**src/rtl/alu_pwr_seq_if.sv**
```systemverilog
// Requester-side handshake and status bundle for the ALU power/isolation sequencer.
interface alu_pwr_seq_if;
  logic       op_req;
  logic       alu_busy;
  logic       sleep_req;
  logic       op_grant;
  logic       alu_pwr_en;
  logic       iso_en;
  logic       alu_rst_n;
  logic [2:0] pwr_state;
  logic [7:0] pwr_up_cnt;

  modport master (
    output op_req, alu_busy, sleep_req,
    input  op_grant, alu_pwr_en, iso_en, alu_rst_n, pwr_state, pwr_up_cnt
  );

  modport slave (
    input  op_req, alu_busy, sleep_req,
    output op_grant, alu_pwr_en, iso_en, alu_rst_n, pwr_state, pwr_up_cnt
  );
endinterface

```
**src/rtl/alu_pwr_seq.sv**
```systemverilog
// Power/isolation sequencer for the power-gated ALU: orders rail, reset and clamp,
// grants issue only in ON and auto-gates after an idle timeout.
module alu_pwr_seq #(
  parameter int unsigned IDLE_TIMEOUT = 16,
  parameter int unsigned PWR_DLY      = 4,
  parameter int unsigned RST_DLY      = 2,
  parameter int unsigned ISO_DLY      = 2
) (
  input  logic          clk,
  input  logic          rst,
  alu_pwr_seq_if.slave  bus
);

  typedef enum logic [2:0] {
    OFF     = 3'd0,
    PWR_UP  = 3'd1,
    RST_REL = 3'd2,
    ON      = 3'd3,
    ISO     = 3'd4
  } state_t;

  localparam logic [7:0] IDLE_LAST = 8'(IDLE_TIMEOUT - 1);
  localparam logic [7:0] PWR_LD    = 8'(PWR_DLY - 1);
  localparam logic [7:0] RST_LD    = 8'(RST_DLY - 1);
  localparam logic [7:0] ISO_LD    = 8'(ISO_DLY - 1);

  state_t     state;
  state_t     nxt;
  logic [7:0] dly_cnt;
  logic [7:0] idle_cnt;
  logic       idle;

  assign idle         = !bus.op_req && !bus.alu_busy && !bus.sleep_req;
  assign bus.op_grant = (state == ON) && !bus.sleep_req;

  always_comb begin
    nxt = state;
    case (state)
      OFF:     if (bus.op_req && !bus.sleep_req) nxt = PWR_UP;
      PWR_UP:  if (dly_cnt == '0) nxt = RST_REL;
      RST_REL: if (dly_cnt == '0) nxt = ON;
      ON: begin
        if (bus.sleep_req && !bus.alu_busy)    nxt = ISO;
        else if (idle && idle_cnt == IDLE_LAST) nxt = ISO;
      end
      ISO:     if (dly_cnt == '0) nxt = OFF;
      default: nxt = OFF;
    endcase
  end

  // Moore outputs are registered from the next state so they change on the same
  // edge as the state register and never glitch.
  always_ff @(posedge clk) begin
    if (rst) begin
      state          <= OFF;
      dly_cnt        <= '0;
      idle_cnt       <= '0;
      bus.pwr_up_cnt <= '0;
      bus.pwr_state  <= '0;
      bus.alu_pwr_en <= 1'b0;
      bus.iso_en     <= 1'b1;
      bus.alu_rst_n  <= 1'b0;
    end else begin
      state         <= nxt;
      bus.pwr_state <= nxt;

      case (nxt)
        PWR_UP:  {bus.alu_pwr_en, bus.iso_en, bus.alu_rst_n} <= 3'b110;
        RST_REL: {bus.alu_pwr_en, bus.iso_en, bus.alu_rst_n} <= 3'b111;
        ON:      {bus.alu_pwr_en, bus.iso_en, bus.alu_rst_n} <= 3'b101;
        ISO:     {bus.alu_pwr_en, bus.iso_en, bus.alu_rst_n} <= 3'b111;
        default: {bus.alu_pwr_en, bus.iso_en, bus.alu_rst_n} <= 3'b010;
      endcase

      if (nxt != state) begin
        case (nxt)
          PWR_UP:  dly_cnt <= PWR_LD;
          RST_REL: dly_cnt <= RST_LD;
          ISO:     dly_cnt <= ISO_LD;
          default: dly_cnt <= '0;
        endcase
      end else if (dly_cnt != '0) begin
        dly_cnt <= dly_cnt - 8'd1;
      end

      if (state != ON || nxt != ON || !idle) idle_cnt <= '0;
      else                                   idle_cnt <= idle_cnt + 8'd1;

      if (state == RST_REL && nxt == ON && bus.pwr_up_cnt != 8'hFF)
        bus.pwr_up_cnt <= bus.pwr_up_cnt + 8'd1;
    end
  end

endmodule

```
**src/flat_wrapper.sv**
```systemverilog
// flat-port wrapper written by rule: the top's interface ports become plain ports
module alu_pwr_seq_flat 
#(
  parameter int unsigned IDLE_TIMEOUT = 16,
  parameter int unsigned PWR_DLY      = 4,
  parameter int unsigned RST_DLY      = 2,
  parameter int unsigned ISO_DLY      = 2
)
  (clk, rst, bus_op_req, bus_alu_busy, bus_sleep_req, bus_op_grant, bus_alu_pwr_en, bus_iso_en, bus_alu_rst_n, bus_pwr_state, bus_pwr_up_cnt);
  alu_pwr_seq_if bus_i ();
  input  logic clk;
  input  logic rst;
  input wire logic [$bits(bus_i.op_req)-1:0] bus_op_req;
  input wire logic [$bits(bus_i.alu_busy)-1:0] bus_alu_busy;
  input wire logic [$bits(bus_i.sleep_req)-1:0] bus_sleep_req;
  output wire logic [$bits(bus_i.op_grant)-1:0] bus_op_grant;
  output wire logic [$bits(bus_i.alu_pwr_en)-1:0] bus_alu_pwr_en;
  output wire logic [$bits(bus_i.iso_en)-1:0] bus_iso_en;
  output wire logic [$bits(bus_i.alu_rst_n)-1:0] bus_alu_rst_n;
  output wire logic [$bits(bus_i.pwr_state)-1:0] bus_pwr_state;
  output wire logic [$bits(bus_i.pwr_up_cnt)-1:0] bus_pwr_up_cnt;
  assign bus_i.op_req = bus_op_req;
  assign bus_i.alu_busy = bus_alu_busy;
  assign bus_i.sleep_req = bus_sleep_req;
  assign bus_op_grant = bus_i.op_grant;
  assign bus_alu_pwr_en = bus_i.alu_pwr_en;
  assign bus_iso_en = bus_i.iso_en;
  assign bus_alu_rst_n = bus_i.alu_rst_n;
  assign bus_pwr_state = bus_i.pwr_state;
  assign bus_pwr_up_cnt = bus_i.pwr_up_cnt;
  alu_pwr_seq #(.IDLE_TIMEOUT(IDLE_TIMEOUT), .PWR_DLY(PWR_DLY), .RST_DLY(RST_DLY), .ISO_DLY(ISO_DLY)) u_core (.clk(clk), .rst(rst), .bus(bus_i));
endmodule
```
**config.mk**
```make
export PLATFORM = sky130hd
export DESIGN_NAME = alu_pwr_seq_flat
export DESIGN_NICKNAME = d
export VERILOG_FILES = /design/src/rtl/alu_pwr_seq_if.sv /design/src/rtl/alu_pwr_seq.sv /design/src/flat_wrapper.sv
export SDC_FILE = /design/constraint.sdc
export NUM_CORES = 1
export LEC_CHECK = 0
export CORE_MARGIN = 2
export CORE_UTILIZATION = 40
export DETAILED_ROUTE_END_ITERATION = 8
export PLACE_DENSITY = 0.67
export RECOVER_POWER = 100
export SYNTH_ARGS = -nofsm -noshare
export SYNTH_HDL_FRONTEND = slang
export SYNTH_SLANG_ARGS = --single-unit
export TNS_END_PERCENT = 1
```
**constraint.sdc**
```tcl
create_clock -name clk -period 2.8 [get_ports clk]
set_input_delay 0.42 -clock clk [delete_from_list [all_inputs] [get_ports clk]]
set_output_delay 0.42 -clock clk [all_outputs]
set_load 0.01 [all_outputs]
```
==> flow_metrics.py, run 1 <==
metrics = {
    "layout": {
        "diodes": 0,
        "fill_cells": 339,
        "syn_to_final_growth_pct": 18.88,
        "multi_input_area_um2": 790.8,
        "drive_above_1_share": 0.04615,
        "fin_util": 0.5073,
        "layout_common_cells": "30 x dfxtp_1, 27 x nor2_1, 16 x dlygate4sd3_1, 13 x xnor2_1, 13 x nand2_1",
        "final_common_cell": "dfxtp_1",
        "regArea_um2": 600.6,
        "finalNonFillerCells": 241,
        "fin_nets": 202,
        "fin_area_um2": 1733,
    },
    "sta": {
        "worst-slew-pin-transition_ns": 0.6574,
        "skew_ns": 0.01075,
        "setup_slack_ns": 0.3651,
        "fmax_mhz": 410.7,
        "timing.final.crit_share": 0.8696,
        "grt_setup_unrepaired": "false",
        "slew_headroom": 0.5584,
        "totalNegativeSetupSlack_ns": 0,
        "hold_viol": 0,
        "setup_viol": 0,
        "drv_slew": 0,
        "min_period_ns": 2.435,
    },
    "logic_synthesis": {
        "synth_nets": 181,
        "ys_ff_latch": 30,
        "yosysTopAreaCellShare": 0.4120,
        "netlist_area_um2": 1458,
        "synth_top_area_cell": "dfxtp_1",
        "synth.distinct_cells": 37,
        "ys_warn_count": 0,
        "ys_top_cells_by_area": "dfxtp_1 41%, xnor2_1 7.8%, nor2_1 7.0%",
        "avgSynthCellArea_um2": 8.426,
        "syn_inst": 173,
        "ys_seq_area_frac": 0.4120,
    },
    "global_routing": {
        "antenna_found_initial": 0,
        "grtUsageMet3": 0.06162,
        "use_met1": 0.2057,
        "grt_pass1_vias": 1185,
        "grt_overflow": 0,
        "grt_util_met2": 0.2331,
        "grt_max_degree": 17,
        "gr-usage-all-layers": 0.1612,
        "busiest_layer": "met2",
        "grt_first_pass_wirelength_um": 5085,
    },
    "detailed_routing": {
        "wl_per_cell_um": 12.19,
        "num_vias": 1237,
        "postRouteAntennaNets": 0,
        "first_pass_iters": 4,
        "wirelength_um": 2937,
        "vias_per_cell": 5.133,
        "drc": 0,
        "drt_iter0_markers": 43,
    },
    "placement": {
        "post_dp_cell_area_um2": 1689,
        "dp_hpwl_um": 2167,
        "place_ws_ns": 0.4630,
        "port_buffers": 19,
        "gp_congestion": 0.8872,
        "place_inst": 233,
    },
    "clock_network": {
        "cts_tree": "yes",
        "cts_resized": 0,
        "cts.path.max_buffers": 2,
        "post_cts_buffers": 0,
        "insertion_delay_ns": 0.32,
        "htreeDepth": 2,
        "cts.sinks": 30,
        "cts_inserted_buffers": 5,
        "clk_pin_slew_ns": 0.09,
        "hold_buffers": 0,
        "root_buffer": "clkbuf_4",
    },
    "power": {
        "p_per_area_nw_per_um2": 809.6,
        "ir_worst_vdd_uv": 357.2,
        "power.leakage_nw": 0.6758,
    },
    "outcome": {
        "outcome": "finished clean",
    },
    "floorplanning": {
        "io-pin-count": 20,
        "core.rowCount": 21,
        "die_area_um2": 4143,
        "die_x_um": 64.37,
        "die_h_um": 64.37,
        "core_um2": 3416,
        "start_util": 0.4267,
    },
    "critical_path": {
        "worstSetupPathType": "reg -> reg",
        "start_kind": "flop",
        "crit_path_max_fanout": 9,
        "crit_end": "u_core.bus.pwr_up_cnt[5]$_SDFFE_PP0P_",
        "regToRegSetupSlack_ns": 0.37,
        "reg2reg_from": "u_core.dly_cnt[0]$_SDFFE_PP0P_",
        "critPathMaxStageDelay_ns": 0.54,
        "crit_required_ns": 3.01,
        "worstPathCellList": "inv_1 -> ha_1 -> or4b_1 -> or3_1 -> nor4_1 -> xnor2_1 -> nor2_1",
        "startpoint": "u_core.dly_cnt[0]$_SDFFE_PP0P_",
        "reg2reg_to": "u_core.bus.pwr_up_cnt[5]$_SDFFE_PP0P_",
        "critical_path_arrival_ns": 2.64,
        "reg2reg_depth": 7,
        "endpoint_kind": "flop",
        "cpMaxStageDelayCell": "or3_1",
    },
    "worst_hold_path": {
        "hp-start": "u_core.idle_cnt[0]$_SDFF_PP0_",
        "hp-class": "reg -> reg",
    },
    "job": {
        "maxCapViolations": 0,
    },
}
## per-layer routing
layer,vias up,share of wire
met4,0,0.011
met2,22,0.45
met5,-,0
li1,637,-
met3,2,0.036
met1,576,0.51
## report_power, final
group          total [W]  switching (W)  internal, W
logic           0.000571       0.000305     0.000266
clock network   0.000262       0.000141     0.000122
registers       0.000570      0.0000774     0.000492
total            0.00140       0.000523     0.000879
## cell families (layout without fill, tap and decap cells)
| family | Yosys count | count (layout) | share of synthesized area |
|---|---|---|---|
| simple gates | 85 | 85 | 0.3073 |
| flops | 30 | 30 | 0.4120 |
| compound gates | 21 | 21 | 0.09185 |
| xor+xnor | 18 | 18 | 0.1082 |
| buf+inv | 13 | 35 | 0.03434 |
| fa+ha+maj | 3 | 3 | 0.02575 |
| mux | 3 | 3 | 0.02060 |
## worst max-delay path: cells and delay by family, from the launching register on
kind          cells  cell delay [ns]
simple gates      4             1.52
flops             1             0.32
fa+ha+maj         1             0.22
xor+xnor          1             0.16
buf+inv           1             0.09
## state kept, by name, indices dropped and copies added, names as in the netlist
register and count:
u_core.bus.pwr_up_cnt 8, u_core.dly_cnt 8, u_core.bus.alu_pwr_en 1, u_core.idle_cnt 8, u_core.bus.pwr_state 3, u_core.bus.iso_en 1, u_core.bus.alu_rst_n 1
## synth_stat cells, drive strengths merged
cell / number
buf: 1
nand2b: 4
nand2: 13
and4: 1
or3b: 1
inv: 7
nand3: 8
nor4bb: 1
ha: 3
a21boi: 1
nand4: 1
nor3: 9
nor4b: 1
o21ai: 3
or4b: 1
or2: 1
nor3b: 2
nor4: 2
nor2: 27
nand3b: 2
dfxtp: 30
clkbuf: 5
o211ai: 4
a31oi: 1
mux2i: 3
xnor2: 13
or4: 1
o31ai: 1
o32ai: 1
a31o: 1
or3: 4
xor2: 5
a21oi: 7
nor2b: 2
and3: 4
a21o: 2
## cell type report
cell class,instances,area share
clock inverters,1,0.002888
clock buffers,7,0.03177
well taps,46,0.03321
repair buffers,20,0.1141
multi-input cells,130,0.4563
inverters,7,0.01516
flip-flops and latches,30,0.3466
## through the flow
| stage | total power [W] | hold slack, ns |
|---|---|---|
| after floorplan | 0.001018 | 0.4175 |
| after global placement | 0.001141 | 0.4291 |
| after detailed placement | 0.001159 | 0.4440 |
| after CTS | 0.001435 | 0.4613 |
| after global routing | 0.001513 | 0.4867 |
| final | 0.001403 | 0.4563 |
## worst min-delay path by stage
| stage | end | slack [ns] | cells past startpoint |
|---|---|---|---|
| 2_1_floorplan | u_core.idle_cnt[0]$_SDFF_PP0_ | 0.42 | 1 |
| 3_3_place_gp | u_core.idle_cnt[0]$_SDFF_PP0_ | 0.43 | 1 |
| 3_5_place_dp | u_core.idle_cnt[0]$_SDFF_PP0_ | 0.44 | 1 |
| 4_1_cts | u_core.idle_cnt[0]$_SDFF_PP0_ | 0.46 | 1 |
| 5_1_grt | u_core.idle_cnt[0]$_SDFF_PP0_ | 0.49 | 1 |
| 6_report | u_core.idle_cnt[0]$_SDFF_PP0_ | 0.46 | 1 |
No activity file was read; power rests on OpenSTA's default activity.
==> run 2: changes to the inputs <==
Settings changed: ABC_AREA set to 1, HOLD_SLACK_MARGIN set to 0.12, SETUP_SLACK_MARGIN set to 0.2.
==> flow_metrics.py, run 2 <==
metrics = {
    "sta": {
        "hold_viol": 0,
        "min_period_ns": 2.208,
        "fmax_mhz": 453.0,
        "skew_ns": 0.004771,
        "setup_viol": 0,
        "totalNegativeSetupSlack_ns": 0,
        "timing.final.crit_share": 0.7884,
        "grt_setup_unrepaired": "false",
        "worst-slew-pin-transition_ns": 0.6646,
        "drv_slew": 0,
        "whs_ns": 0.4505,
        "slew_headroom": 0.5553,
    },
    "logic_synthesis": {
        "netlist_area_um2": 1633,
        "synth_nets": 204,
        "synthTopCellsByCount": "30 x dfxtp_1, 25 x inv_1, 23 x nand2_1, 18 x nor2_1, 13 x a21oi_1",
        "avgSynthCellArea_um2": 8.331,
        "synth_top_area_cell": "dfxtp_1",
        "ys.flop_type": "dfxtp_1",
        "async_reset_ff_frac": 0,
        "ys_top_cells_by_area": "dfxtp_1 37%, inv_1 5.7%, nand2_1 5.3%",
        "ys_warn_count": 0,
        "synth.distinct_cells": 31,
        "ys_ff_latch": 30,
        "syn_inst": 196,
        "synth.most_common_cell": "dfxtp_1",
        "ys_seq_area_frac": 0.3678,
        "synth-edff-count": 0,
        "yosysTopAreaCellShare": 0.3678,
    },
    "layout": {
        "fin_nets": 229,
        "diodes": 0,
        "fill_cells": 411,
        "regArea_um2": 600.6,
        "finalNonFillerCells": 270,
        "fin_util": 0.4802,
        "final_common_cell": "dfxtp_1",
        "layout_common_cells": "30 x dfxtp_1, 26 x inv_1, 26 x nand2_1, 21 x nor2_1, 16 x dlygate4sd3_1",
        "drive_above_1_share": 0.1545,
        "syn_to_final_growth_pct": 16.78,
        "top_regs": "u_core.bus.pwr_up_cnt (8), u_core.dly_cnt (8), u_core.idle_cnt (8)",
        "multi_input_area_um2": 865.8,
    },
    "detailed_routing": {
        "first_pass_iters": 4,
        "drc": 0,
        "num_vias": 1269,
        "postRouteAntennaNets": 0,
        "drt_iter0_markers": 33,
        "vias_per_cell": 4.700,
        "wl_per_cell_um": 10.79,
        "wirelength_um": 2912,
    },
    "global_routing": {
        "use_met1": 0.1855,
        "gr-usage-all-layers": 0.1501,
        "grt_util_met2": 0.2267,
        "grt_overflow": 0,
        "grt_first_pass_wirelength_um": 5057,
        "grt_pass1_vias": 1178,
        "grt_max_degree": 15,
        "antenna_found_initial": 0,
        "grtUsageMet3": 0.05921,
        "busiest_layer": "met2",
    },
    "clock_network": {
        "post_cts_buffers": 0,
        "clk_pin_slew_ns": 0.06,
        "cts_inserted_buffers": 5,
        "cts.path.max_buffers": 2,
        "root_buffer": "clkbuf_8",
        "cts.sinks": 30,
        "cts_tree": "yes",
        "htreeDepth": 2,
        "insertion_delay_ns": 0.28,
        "hold_buffers": 0,
        "cts_resized": 0,
    },
    "critical_path": {
        "cpMostUsedCell": "inv_1",
        "reg2reg_to": "u_core.idle_cnt[3]$_SDFF_PP0_",
        "critPathMaxStageDelay_ns": 0.53,
        "start_kind": "flop",
        "cpMaxStageDelayCell": "nor2_1",
        "crit_required_ns": 3.00,
        "critical_path_arrival_ns": 2.41,
        "crit_path_max_fanout": 8,
        "regToRegSetupSlack_ns": 0.59,
        "worstPathCellList": "inv_1 -> ha_1 -> nand3_4 -> nor2_1 -> a21oi_1 -> nand2_2 -> inv_1 -> nor2_4 -> nand4_4 -> nor3b_2",
        "worstSetupPathType": "reg -> reg",
        "reg2reg_from": "u_core.dly_cnt[0]$_SDFFE_PP0P_",
        "reg2reg_depth": 10,
        "endpoint_kind": "flop",
    },
    "placement": {
        "dp_hpwl_um": 2234,
        "place_inst": 264,
        "port_buffers": 19,
        "gp_congestion": 0.8129,
    },
    "floorplanning": {
        "die_h_um": 67.89,
        "core_um2": 3971,
        "io-pin-count": 20,
        "die_area_um2": 4609,
        "start_util": 0.4112,
        "die_x_um": 67.89,
        "core.rowCount": 23,
    },
    "power": {
        "p_per_area_nw_per_um2": 803.9,
        "ir_worst_vdd_uv": 339.5,
        "power.leakage_nw": 0.7762,
    },
    "worst_hold_path": {
        "worstHoldEndpoint": "u_core.idle_cnt[0]$_SDFF_PP0_",
        "hp-class": "reg -> reg",
        "hp-start": "u_core.idle_cnt[0]$_SDFF_PP0_",
        "min_path_cells": 1,
    },
    "job": {
        "maxCapViolations": 0,
    },
    "outcome": {
        "outcome": "finished clean",
    },
}
[run 2: changes by cell type after synthesis, sizes merged, moves of 6 or more]
cell and change:
nand2 +19, nand4 +6, a21oi +7, nand3 +6
xnor2 -12, inv +21
[run 2: logic make-up after synthesis]
| group | share of synthesized area |
|---|---|
| XOR/XNOR | 0.05364 |
| AND/OR/NAND/NOR | 0.4115 |
| flip-flops | 0.3678 |
| buffers and inverters | 0.06666 |
| adder cells (fa/ha/maj) | 0.02299 |
| AO/OA/AOI/OAI | 0.07739 |
[run 2: worst max-delay path by stage]
stage,startpoint,end,slack (ns),cells after the start
floorplan,u_core.dly_cnt[0]$_SDFFE_PP0P_,u_core.dly_cnt[1]$_SDFFE_PP0P_,1.15,12
global placement,bus_sleep_req,u_core.dly_cnt[0]$_SDFFE_PP0P_,0.72,10
detailed placement,bus_sleep_req,u_core.dly_cnt[1]$_SDFFE_PP0P_,0.65,9
CTS,bus_sleep_req,bus_op_grant,0.73,3
global route,u_core.dly_cnt[0]$_SDFFE_PP0P_,u_core.idle_cnt[3]$_SDFF_PP0_,0.36,10
finish,u_core.dly_cnt[0]$_SDFFE_PP0P_,u_core.idle_cnt[3]$_SDFF_PP0_,0.59,10
[run 2: per-stage QoR]
step	instance area, µm²	setup slack [ns]	total power (W)
3_5_place_dp	1882	0.6548	0.001302
5_1_grt	1907	0.3578	0.001683
4_1_cts	1964	0.7333	0.001650
3_3_place_gp	1882	0.7210	0.001291
6_report	1907	0.5924	0.001533
2_1_floorplan	1633	1.148	0.001148
[run 2: final cells by class]
cell class | instances | share of cell area
multi-input cells | 137 | 0.4541
flip-flops and latches | 30 | 0.3150
repair buffers | 19 | 0.09974
inverters | 28 | 0.05512
clock buffers | 6 | 0.04331
well taps | 50 | 0.03281
[run 2: power by group]
group	switching, W	internal [W]
combinational	0.000419	0.000261
sequential	0.0000362	0.000483
clock	0.000145	0.000189
total	0.000600	0.000933
[run 2: critical path: cells and delay by family (launching register included)]
kind	cells	cell delay [ns]
and+or+nand+nor	6	1.23
DFF	1	0.29
adders and majority gates	1	0.23
AOI/OAI and AO/OA	1	0.20
buffers and inverters	2	0.17
[run 2: routing by layer]
| layer | vias up | share of wire |
|---|---|---|
| li1 | 688 | - |
| met1 | 552 | 0.49 |
| met2 | 24 | 0.45 |
| met3 | 5 | 0.042 |
| met4 | 0 | 0.018 |
| met5 | - | 0 |
